[config.mk]
export PLATFORM = sky130hd
export DESIGN_NAME = pipe_ctrl
export DESIGN_NICKNAME = d
export VERILOG_FILES = /design/src/rtl/pipe_ctrl.sv
export SDC_FILE = /design/constraint.sdc
export NUM_CORES = 1
export LEC_CHECK = 0
export CORE_ASPECT_RATIO = 0.9
export CORE_MARGIN = 4
export CORE_UTILIZATION = 46
export DETAILED_ROUTE_END_ITERATION = 10
export DONT_BUFFER_PORTS = 1
export GPL_TIMING_DRIVEN = 0
export MAX_ROUTING_LAYER = met4
export SLEW_MARGIN = 20
export SYNTH_ARGS = -nofsm -noshare
export SYNTH_HDL_FRONTEND = slang
export SYNTH_SLANG_ARGS = --single-unit
[constraint.sdc]
create_clock -name clk -period 5.8 [get_ports clk]
set_input_delay 1.16 -clock clk [delete_from_list [all_inputs] [get_ports clk]]
set_output_delay 1.16 -clock clk [all_outputs]
set_load 0.03 [all_outputs]
[src/rtl/pipe_ctrl.sv]
// Pipeline hazard/stall controller: the load-use interlock, branch flush and
// data-memory wait handling for a five-stage pipeline. It drives the PC and
// pipeline-register enables, and the IF/ID and ID/EX clears. It also keeps
// saturating stall and flush counters, and halts the pipeline when a memory
// access never completes.
module pipe_ctrl #(
   parameter int TIMEOUT = 255,
   parameter int CNT_W   = 16
) (
   input  logic             clk,
   input  logic             rstn,
   input  logic [4:0]       id_rs1,
   input  logic [4:0]       id_rs2,
   input  logic             id_use_rs1,
   input  logic             id_use_rs2,
   input  logic [4:0]       ex_rd,
   input  logic             ex_memread,
   input  logic             ex_br_taken,
   input  logic             mem_req,
   input  logic             mem_ready,
   output logic             pc_en,
   output logic             ifid_en,
   output logic             idex_en,
   output logic             exmem_en,
   output logic             memwb_en,
   output logic             ifid_clr_n,
   output logic             idex_clr_n,
   output logic             halted,
   output logic [CNT_W-1:0] stall_cnt,
   output logic [CNT_W-1:0] flush_cnt
);

   typedef enum logic [1:0] {RUN, MWAIT, HALT} state_t;

   localparam logic [15:0]      TIMEOUT_V = TIMEOUT[15:0];
   localparam logic [CNT_W-1:0] CNT_MAX   = '1;
   localparam logic [CNT_W-1:0] CNT_ONE   = {{(CNT_W-1){1'b0}}, 1'b1};

   state_t      state, state_nxt, state_eff;
   logic [15:0] wcnt, wcnt_nxt;
   logic        lu, ms;
   logic        run_eval;
   logic        stall_inc, flush_inc;

   // Hazard detection: load-use against a real (non-x0) load target, and an
   // outstanding memory access that does not complete this cycle.
   always_comb begin
      lu = ex_memread && (ex_rd != 5'd0) &&
           ((id_use_rs1 && (id_rs1 == ex_rd)) || (id_use_rs2 && (id_rs2 == ex_rd)));
      ms = mem_req && !mem_ready;
   end

   // Next state, wait counter and pipeline controls from state and hazards.
   // NOTE: every output gets a default before the case so no path can leave
   // one unassigned, which is what would otherwise infer a latch.
   always_comb begin
      pc_en      = 1'b1;
      ifid_en    = 1'b1;
      idex_en    = 1'b1;
      exmem_en   = 1'b1;
      memwb_en   = 1'b1;
      ifid_clr_n = 1'b1;
      idex_clr_n = 1'b1;
      halted     = 1'b0;
      state_nxt  = state;
      wcnt_nxt   = wcnt;
      run_eval   = 1'b0;
      stall_inc  = 1'b0;
      flush_inc  = 1'b0;
      // While in reset the pipeline registers are held anyway, so present
      // the RUN behaviour regardless of the stored state.
      state_eff  = rstn ? state : RUN;

      case (state_eff)
         RUN: begin
            if (ms) begin
               {pc_en, ifid_en, idex_en, exmem_en, memwb_en} = 5'b00000;
               stall_inc = 1'b1;
               wcnt_nxt  = 16'd1;
               state_nxt = (TIMEOUT_V <= 16'd1) ? HALT : MWAIT;
            end else begin
               run_eval = 1'b1;
            end
         end
         MWAIT: begin
            if (!mem_ready) begin
               {pc_en, ifid_en, idex_en, exmem_en, memwb_en} = 5'b00000;
               stall_inc = 1'b1;
               wcnt_nxt  = wcnt + 16'd1;
               if (wcnt_nxt >= TIMEOUT_V) state_nxt = HALT;
            end else begin
               // Release cycle: any branch or load-use held frozen in EX/ID
               // during the wait is acted on now, exactly once.
               run_eval  = 1'b1;
               wcnt_nxt  = 16'd0;
               state_nxt = RUN;
            end
         end
         default: begin
            {pc_en, ifid_en, idex_en, exmem_en, memwb_en} = 5'b00000;
            halted = 1'b1;
         end
      endcase

      if (run_eval) begin
         if (ex_br_taken) begin
            ifid_clr_n = 1'b0;
            idex_clr_n = 1'b0;
            flush_inc  = 1'b1;
         end else if (lu) begin
            pc_en      = 1'b0;
            ifid_en    = 1'b0;
            idex_clr_n = 1'b0;
            stall_inc  = 1'b1;
         end
      end
   end

   // State, wait counter and saturating performance counters.
   // NOTE: rstn is sampled only at the clock edge (synchronous reset), and
   // all state uses non-blocking assignments so every register sees
   // pre-edge values.
   always_ff @(posedge clk) begin
      if (!rstn) begin
         state     <= RUN;
         wcnt      <= 16'd0;
         stall_cnt <= '0;
         flush_cnt <= '0;
      end else begin
         state <= state_nxt;
         wcnt  <= wcnt_nxt;
         if (stall_inc && (stall_cnt != CNT_MAX)) stall_cnt <= stall_cnt + CNT_ONE;
         if (flush_inc && (flush_cnt != CNT_MAX)) flush_cnt <= flush_cnt + CNT_ONE;
      end
   end

endmodule

---- After elaboration in Yosys (flattened, before gate mapping) ----
Index checks and enable logic that the tools add are counted.
cells by class
  reductions and logical operators ........ 15
  eq/ne operators ......................... 7
  magnitude comparators ................... 1
  add/sub/neg operators ................... 3
  muxes and demuxes ....................... 27
operators with widths
  cell                                                   number
  adder 16 x 1 -> 16 bit (second input constant)         3
  2-to-1 mux 16 bit                                      2
  != test 16 bit (second input constant)                 2
  case mux 16 bit (2 select lines)                       1
  2-to-1 mux 1 bit                                       17
  >= comparator 16 x 8 -> 1 bit (second input constant)  1
  equality test 5 bit                                    2
  2-to-1 mux 2 bit                                       4
  logical AND 1 bit                                      7
  nonzero test 5 bit                                     1
  case mux 1 bit (2 select lines)                        2
  case mux 2 bit (2 select lines)                        1
  != test 3 bit (second input constant)                  1
  AND reduction 3 bit                                    1
  equality test 2 x 1 -> 1 bit (second input constant)   1
  zero test 2 bit                                        1
  != test 2 bit (second input constant)                  1
  AND reduction 2 bit                                    1
  nonzero test 2 bit                                     1
  OR reduction 2 bit                                     1
  zero test 1 bit                                        1
  logical OR 1 bit                                       1
word-level totals
  input bits .............................. 23
  output and inout port bits .............. 40
  flip-flop bits (word level) ............. 50
  word-level logic and storage cells ...... 57

---- Logic depth before layout (Yosys ltp) ----
  depth after elaboration ................. 8
  mapped depth ............................ 8
  gate-level depth less buffers ........... 7

---- Worst setup path after synthesis ----
No wires, ideal clock.
  kind .................................... input to output
  start point ............................. in ex_rd[1]
  end point ............................... out pc_en
  path buffers ............................ 1
  arrival time ............................ 2.851 ns
  slack ................................... 1.789 ns
  stages .................................. 5
  required time ........................... 4.640 ns
  cells stage by stage .................... or4_1 o21ai_2 and2b_1 a21oi_1 buf_4
between the ends
  cells in the longest elaborated chain, start to end .. 7
  elaborated cells on any way between the ends .. 11
  those cells by class .................... 2 x eq/ne; 3 x mux; 6 x reduce/logical
RTL lines
  item                                line  source
  from (decl)                         16    input logic [4:0] ex_rd,
  equality test 5 bit                 49    ((id_use_rs1 && (id_rs1 == ex_rd)) || (id_use_rs2 && (id_rs2 == ex_rd)));
  logical AND 1 bit                   49
  logical OR 1 bit                    49
  logical AND 1 bit (*)               48    lu = ex_memread && (ex_rd != 5'd0) &&
  2-to-1 mux 1 bit (*) (3 in series)  --
  to (decl)                           21    output logic pc_en,
Mark *: on every way between the ends. The rest lies on a longest branch, timed or not.

---- Final worst setup path ----
Ends and elaborated chain as after synthesis.

==> impl_metrics.env <==
export IMPL_ys_seq_elements=50
export IMPL_internal_power_uw=545.3
export IMPL_layout_common_cells="dfxtp_1, nand2_1, nor2_1"
export IMPL_clkSlewWorstSetupHoldPaths_ns=0.09
export IMPL_vias_per_cell=5.640
export IMPL_critPathSlowestCell="a21oi_1"
export IMPL_dpl_cell_area_sq_mm=0.003009
export IMPL_hpwl_mm=5.006
export IMPL_swShare_pct=24.74
export IMPL_multi_input_area_sq_mm=0.001749
export IMPL_ys_flop_type="dfxtp_1"
export IMPL_async_flop_share_pct=0
export IMPL_nFillCells=617
export IMPL_remaining_drc_errors=0
export IMPL_finalMaxSlewViolations=0
export IMPL_grt_usage_pct=18.28
export IMPL_layout_setup_ws_ns=1.700
export IMPL_wire_per_inst_um=14.88
export IMPL_syn_area_per_cell_sq_um=7.990
export IMPL_post_synth_num_cell_types=56
export IMPL_syn_inst=363
export IMPL_start_util_pct=47.43
export IMPL_dr_pass1_iters=4
export IMPL_p_seq_share_pct=49.6
export IMPL_clockBufferDepth=2
export IMPL_cts_resized=0
export IMPL_gp_congestion=0.8981
export IMPL_synth_edf_count=0
export IMPL_clk_latency_ns=0.30
export IMPL_cp_arrival_ns=2.94
export IMPL_grt_pass1_vias=2376
export IMPL_setup_worst_path_start_class="primary input"
export IMPL_p_switching_uw=179.2
export IMPL_vias=2583
export IMPL_max_freq_ghz=0.2439
export IMPL_clock_sinks=50
export IMPL_power_total_uw=724.6
export IMPL_pre_cts_slack_ns=1.688
export IMPL_dp_cells=450
export IMPL_area_delta_synth_final_pct=8.499
export IMPL_dieArea_sq_mm=0.007641
export IMPL_syn_area_sq_mm=0.002900
export IMPL_drive_above_1_share_pct=6.739
export IMPL_final_common_cell="dfxtp_1"
export IMPL_clkPwrFrac_pct=40.3
export IMPL_finalSetupViolCount=0
export IMPL_diodes=0
export IMPL_cap_violations=0
export IMPL_root_buffer="clkbuf_8"
export IMPL_yosysSeqAreaShare_pct=34.51
export IMPL_hp_class="flop to flop"
export IMPL_io_buffers=0
export IMPL_yosys_warnings=0
export IMPL_period_needed_ns=4.100
export IMPL_io_pins=63
export IMPL_holdPathStages=2
export IMPL_outcome="complete, no violations"
export IMPL_cp_max_fo=3
export IMPL_antenna_left=0
export IMPL_whs_ns=0.4936
export IMPL_tightest_slew_ns=0.9282
export IMPL_skew_ns=0.003788
export IMPL_final_cells=458
export IMPL_cpPeakStageDelay_ns=0.60
export IMPL_rsz0062_at_grt="false"
export IMPL_worstSetupPathType="primary input to primary output"
export IMPL_relSlewSlack_pct=37.46
export IMPL_cts_setup_buffers=0
export IMPL_p_leak_nw=1.047
export IMPL_critPathCaptureType="primary output"
export IMPL_grt_max_degree=17
export IMPL_floorplan_die_width_um=91.70
export IMPL_crit_chain="or4_1 > o21ai_2 > and2b_1 > a21oi_1 > buf_4"
export IMPL_ir_drop_uv=121.9
export IMPL_synthesis_nets=390
export IMPL_rows=27
export IMPL_drtIter0Drc=164
export IMPL_grt_overflow_total=0
export IMPL_htree_levels=2
export IMPL_pwr_share_comb_pct=10.1
export IMPL_nets=397
export IMPL_final_core_util_pct=51.46
export IMPL_stdcell_area_sq_mm=0.003147
export IMPL_setup_tns_final_ns=0
export IMPL_rr_worst_depth=6
export IMPL_cts_tree="yes"
export IMPL_powerDensity_mw_per_mm2=230.3
export IMPL_cts_buffers=5
export IMPL_seqCellArea_sq_mm=0.001001
export IMPL_cp_data_required_time_ns=4.64
export IMPL_antenna_found_initial=0
export IMPL_hold_buffers=0
export IMPL_die_height_um=83.33
export IMPL_grt_pass1_wl_mm=11.52
export IMPL_hold_viol=0
export IMPL_detail_route_wirelength_mm=6.813
export IMPL_fin_crit_sh_pct=70.69
export IMPL_fp_coreArea_sq_mm=0.006115
cells by family after synthesis:
group | after synthesis | share of synthesized area [%]
and+or+nand+nor | 168 | 29.90
AOI/OAI and AO/OA | 76 | 17.82
DFF | 50 | 34.51
buffers and inverters | 30 | 5.177
xor gates and xnor gates | 28 | 8.456
muxes | 7 | 2.416
adders and majority gates | 4 | 1.726
critical path, delay by kind of cell:
family                 cells  cell delay [ns]
AO/OA/AOI/OAI              2             0.76
buffers and inverters      1             0.28
AND/OR/NAND/NOR            2             0.74
power groups by stage:
| stage | Sequential [mW] | Combinational, mW | Clock (mW) |
|---|---|---|---|
| finish | 0.360 | 0.0729 | 0.292 |
| global route | 0.361 | 0.0806 | 0.314 |
| CTS | 0.360 | 0.0738 | 0.299 |
| detailed placement | 0.368 | 0.0735 | 0 |
| global placement | 0.368 | 0.0730 | 0 |
| floorplan | 0.366 | 0.0602 | 0 |
worst paths after layout:
| check | from | end | slack, ns |
|---|---|---|---|
| setup reg to reg | state[1] | flush_cnt[9] | 3.33 |
| setup / recovery | ex_rd[1] | pc_en | 1.70 |
| hold reg to reg | wcnt[11] | wcnt[11] | 0.49 |
| hold / removal | wcnt[11] | wcnt[11] | 0.49 |
layer usage:
layer,track usage [%],part of all wire [%]
met1,24.40,48
met2,27.34,43
met3,6.069,8.8
met4,3.239,0.68
met5,-,0
cells in the mapped netlist (8+ instances only):
cell type / instances / area [sq um]
a21oi_1: 27 / 135.1
clkbuf_1: 13 / 48.80
dfxtp_1: 50 / 1001
inv_1: 9 / 33.78
nand2_1: 38 / 142.6
nand2b_1: 8 / 50.05
nand3_1: 24 / 120.1
nand4_1: 9 / 56.30
nor2_1: 35 / 131.4
nor3_1: 13 / 65.06
o21ai_0: 13 / 65.06
xnor2_1: 15 / 131.4
xor2_1: 13 / 113.9
flip-flops by register name, summed over array words and instances, names as in the netlist:
signal	flops
state	2
wcnt	16
stall_cnt	16
flush_cnt	16
cell type report:
type | count | area share (%)
Clock buffer | 5 | 2.187
Inverter | 9 | 1.074
Tap cell | 87 | 3.459
Multi-Input combinational cell | 283 | 55.59
Buffer | 21 | 3.698
Sequential cell | 50 | 31.81
Clock inverter | 3 | 2.187
Note: power is estimated with default switching activity, not from simulation.
==> RTL edit: new RTL, same flow settings <==
Set the parameter `CNT_W` to 24 (it was 16).
--- a/src/rtl/pipe_ctrl.sv
+++ b/src/rtl/pipe_ctrl.sv
@@ -5,7 +5,7 @@
 // access never completes.
 module pipe_ctrl #(
    parameter int TIMEOUT = 255,
-   parameter int CNT_W   = 16
+   parameter int CNT_W   = 24
 ) (
    input  logic             clk,
    input  logic             rstn,
Interface: changed (resized flush_cnt and stall_cnt); port bits go from 63 to 79. The function was not compared with the original's and may differ.
==> RTL edit against the original RTL <==
  * Sequential share of layout area rose by 0.68 points
  * Synthesized area rose by 29%
  * Total power rose by 31%
  * Register-to-register slack got worse by 0.14 ns
  * Design area rose by 29%
  * Core utilization rose by 1.1 points
  * Critical path depth did not move
  * Critical endpoint unchanged
  * Global-route usage rose by 1.8 points
  * Setup slack improved by 0.042 ns
  * Sequential cell count rose by 16
  * Combinational power rose by 16%
  * Routed wire length rose by 35%
  * Largest cell class unchanged
  * Fmax rose by 1.0%
  * Critical path type unchanged
==> RTL edit: results (changes against the original RTL) <==
[run_status]
status=complete, no violations  ; unchanged

[layout]
fillCellCount=778  ; was 617
final_nets=510  ; was 397
top_regs=flush_cnt x24, stall_cnt x24, wcnt x16  ; was flush_cnt x16, stall_cnt x16, wcnt x16
drive_gt1_share_pct=9.016  ; was 6.739%

[clock_tree]
clk_pin_slew_worst_paths_ns=0.07  ; was 0.09 ns
cts_hold_buf=0  ; unchanged
h-tree-depth=3  ; was 2
clk_latency_ns=0.35  ; was 0.30 ns
cts_buffers=9  ; was 5

[critical_path]
arrival_ns=2.90  ; was 2.94 ns
r2r_slack_ns=3.19  ; was 3.33 ns

[timing]
fmax_ghz=0.2465  ; was 0.2439 GHz
slew_headroom_pct=38.17  ; was 37.46%

[yosys]
synthTopCellsByCount=dfxtp_1, nor2_1, a21oi_1  ; was dfxtp_1, nand2_1, nor2_1
ys_seq_area_share_pct=35.29  ; was 34.51%
synth_area_leaders=dfxtp_1, nor2_1, xnor2_1  ; was dfxtp_1, nand2_1, a21oi_1
synth.distinct_cells=59  ; was 56
synthCells=472  ; was 363

[grt]
grt_pass1_wl_um=15260  ; was 11520 um
grt_use_total_pct=20.11  ; was 18.28%
grt_max_degree=13  ; was 17

[power_and_ir_drop]
vdd.ir_drop.worst_uv=110.9  ; was 121.9 uV
p_leak_nw=1.317  ; was 1.047 nW

[route]
drt_wl_total_um=9210  ; was 6813 um
wl_per_cell_um=15.77  ; was 14.88 um
drt_iter0_markers=159  ; was 164

[placed_design]
gp_congestion=0.8283  ; was 0.8981
dp_hpwl_um=6665  ; was 5006 um
placed_cells=568  ; was 450
place_area_sq_um=3864  ; was 3009 sq um

-- RTL edit: cell count changes after synthesis, moves of 4 or more --
| cell | unedited run | this run |
|---|---|---|
| dfxtp_1 | 50 | 66 |
| o21ai_0 | 13 | 22 |
| nand2b_1 | 8 | 1 |
| o31ai_1 | 6 | 2 |
| xnor2_1 | 15 | 22 |
| or3_1 | 3 | 22 |
| nand4_1 | 9 | 23 |
| nor2_1 | 35 | 54 |
| and4_1 | 5 | 1 |
| o21a_1 | 2 | 8 |
| a21oi_1 | 27 | 38 |
| or4_1 | 7 | 3 |
| o21ai_1 | 1 | 8 |
| inv_1 | 9 | 13 |
-- RTL edit: routing by layer --
metal / vias to the layer above / GRT usage (%) / share of wire [%]
met2: 82 / 30.66 / 47
met4: 0 / 6.041 / 1.7
met3: 14 / 6.786 / 6.3
met1: 1625 / 25.22 / 45
met5: - / - / 0
li1: 1719 / - / -
-- RTL edit: cell type report --
class	instances	area, sq um	share of cell area (%)
Tap cell	96	120.1	2.954
Buffer	27	142.6	3.508
Multi-Input combinational cell	364	2223	54.68
Clock inverter	6	65.06	1.600
Inverter	15	56.30	1.385
Clock buffer	10	137.6	3.385
Sequential cell	66	1321	32.49
-- RTL edit: where the power goes --
part,total (W),internal [W],switching [W]
clock,0.000399,0.000211,0.000188
sequential,0.000468,0.000458,0.0000107
combinational,0.0000848,0.0000278,0.0000570
-- RTL edit: cell families after synthesis --
family,Yosys count,synth area share (%)
and+or+nand+nor,221,31.92
AOI/OAI and AO/OA,100,16.88
DFF,66,35.29
buffers and inverters,42,5.314
xor gates and xnor gates,35,8.188
muxes,4,1.070
adders and majority gates,4,1.337
-- RTL edit: worst paths after layout --
check / start / endpoint / cells after the start
hold / removal: wcnt[15] / wcnt[15] / 1
hold reg to reg: wcnt[15] / wcnt[15] / 1
setup / recovery: ex_rd[1] / pc_en / 5
setup reg to reg: stall_cnt[0] / stall_cnt[1] / 9
-- RTL edit: through the flow --
step | total power, W | hold slack, ns | utilization (%)
6_report | 0.0009518 | 0.5631 | 52.59
5_1_grt | 0.0009970 | 0.6076 | 52.59
4_1_cts | 0.0009620 | 0.5625 | 52.59
3_5_place_dp | 0.0005643 | 0.5505 | 49.97
3_3_place_gp | 0.0005634 | 0.5306 | 49.97
2_1_floorplan | 0.0005459 | 0.4972 | -
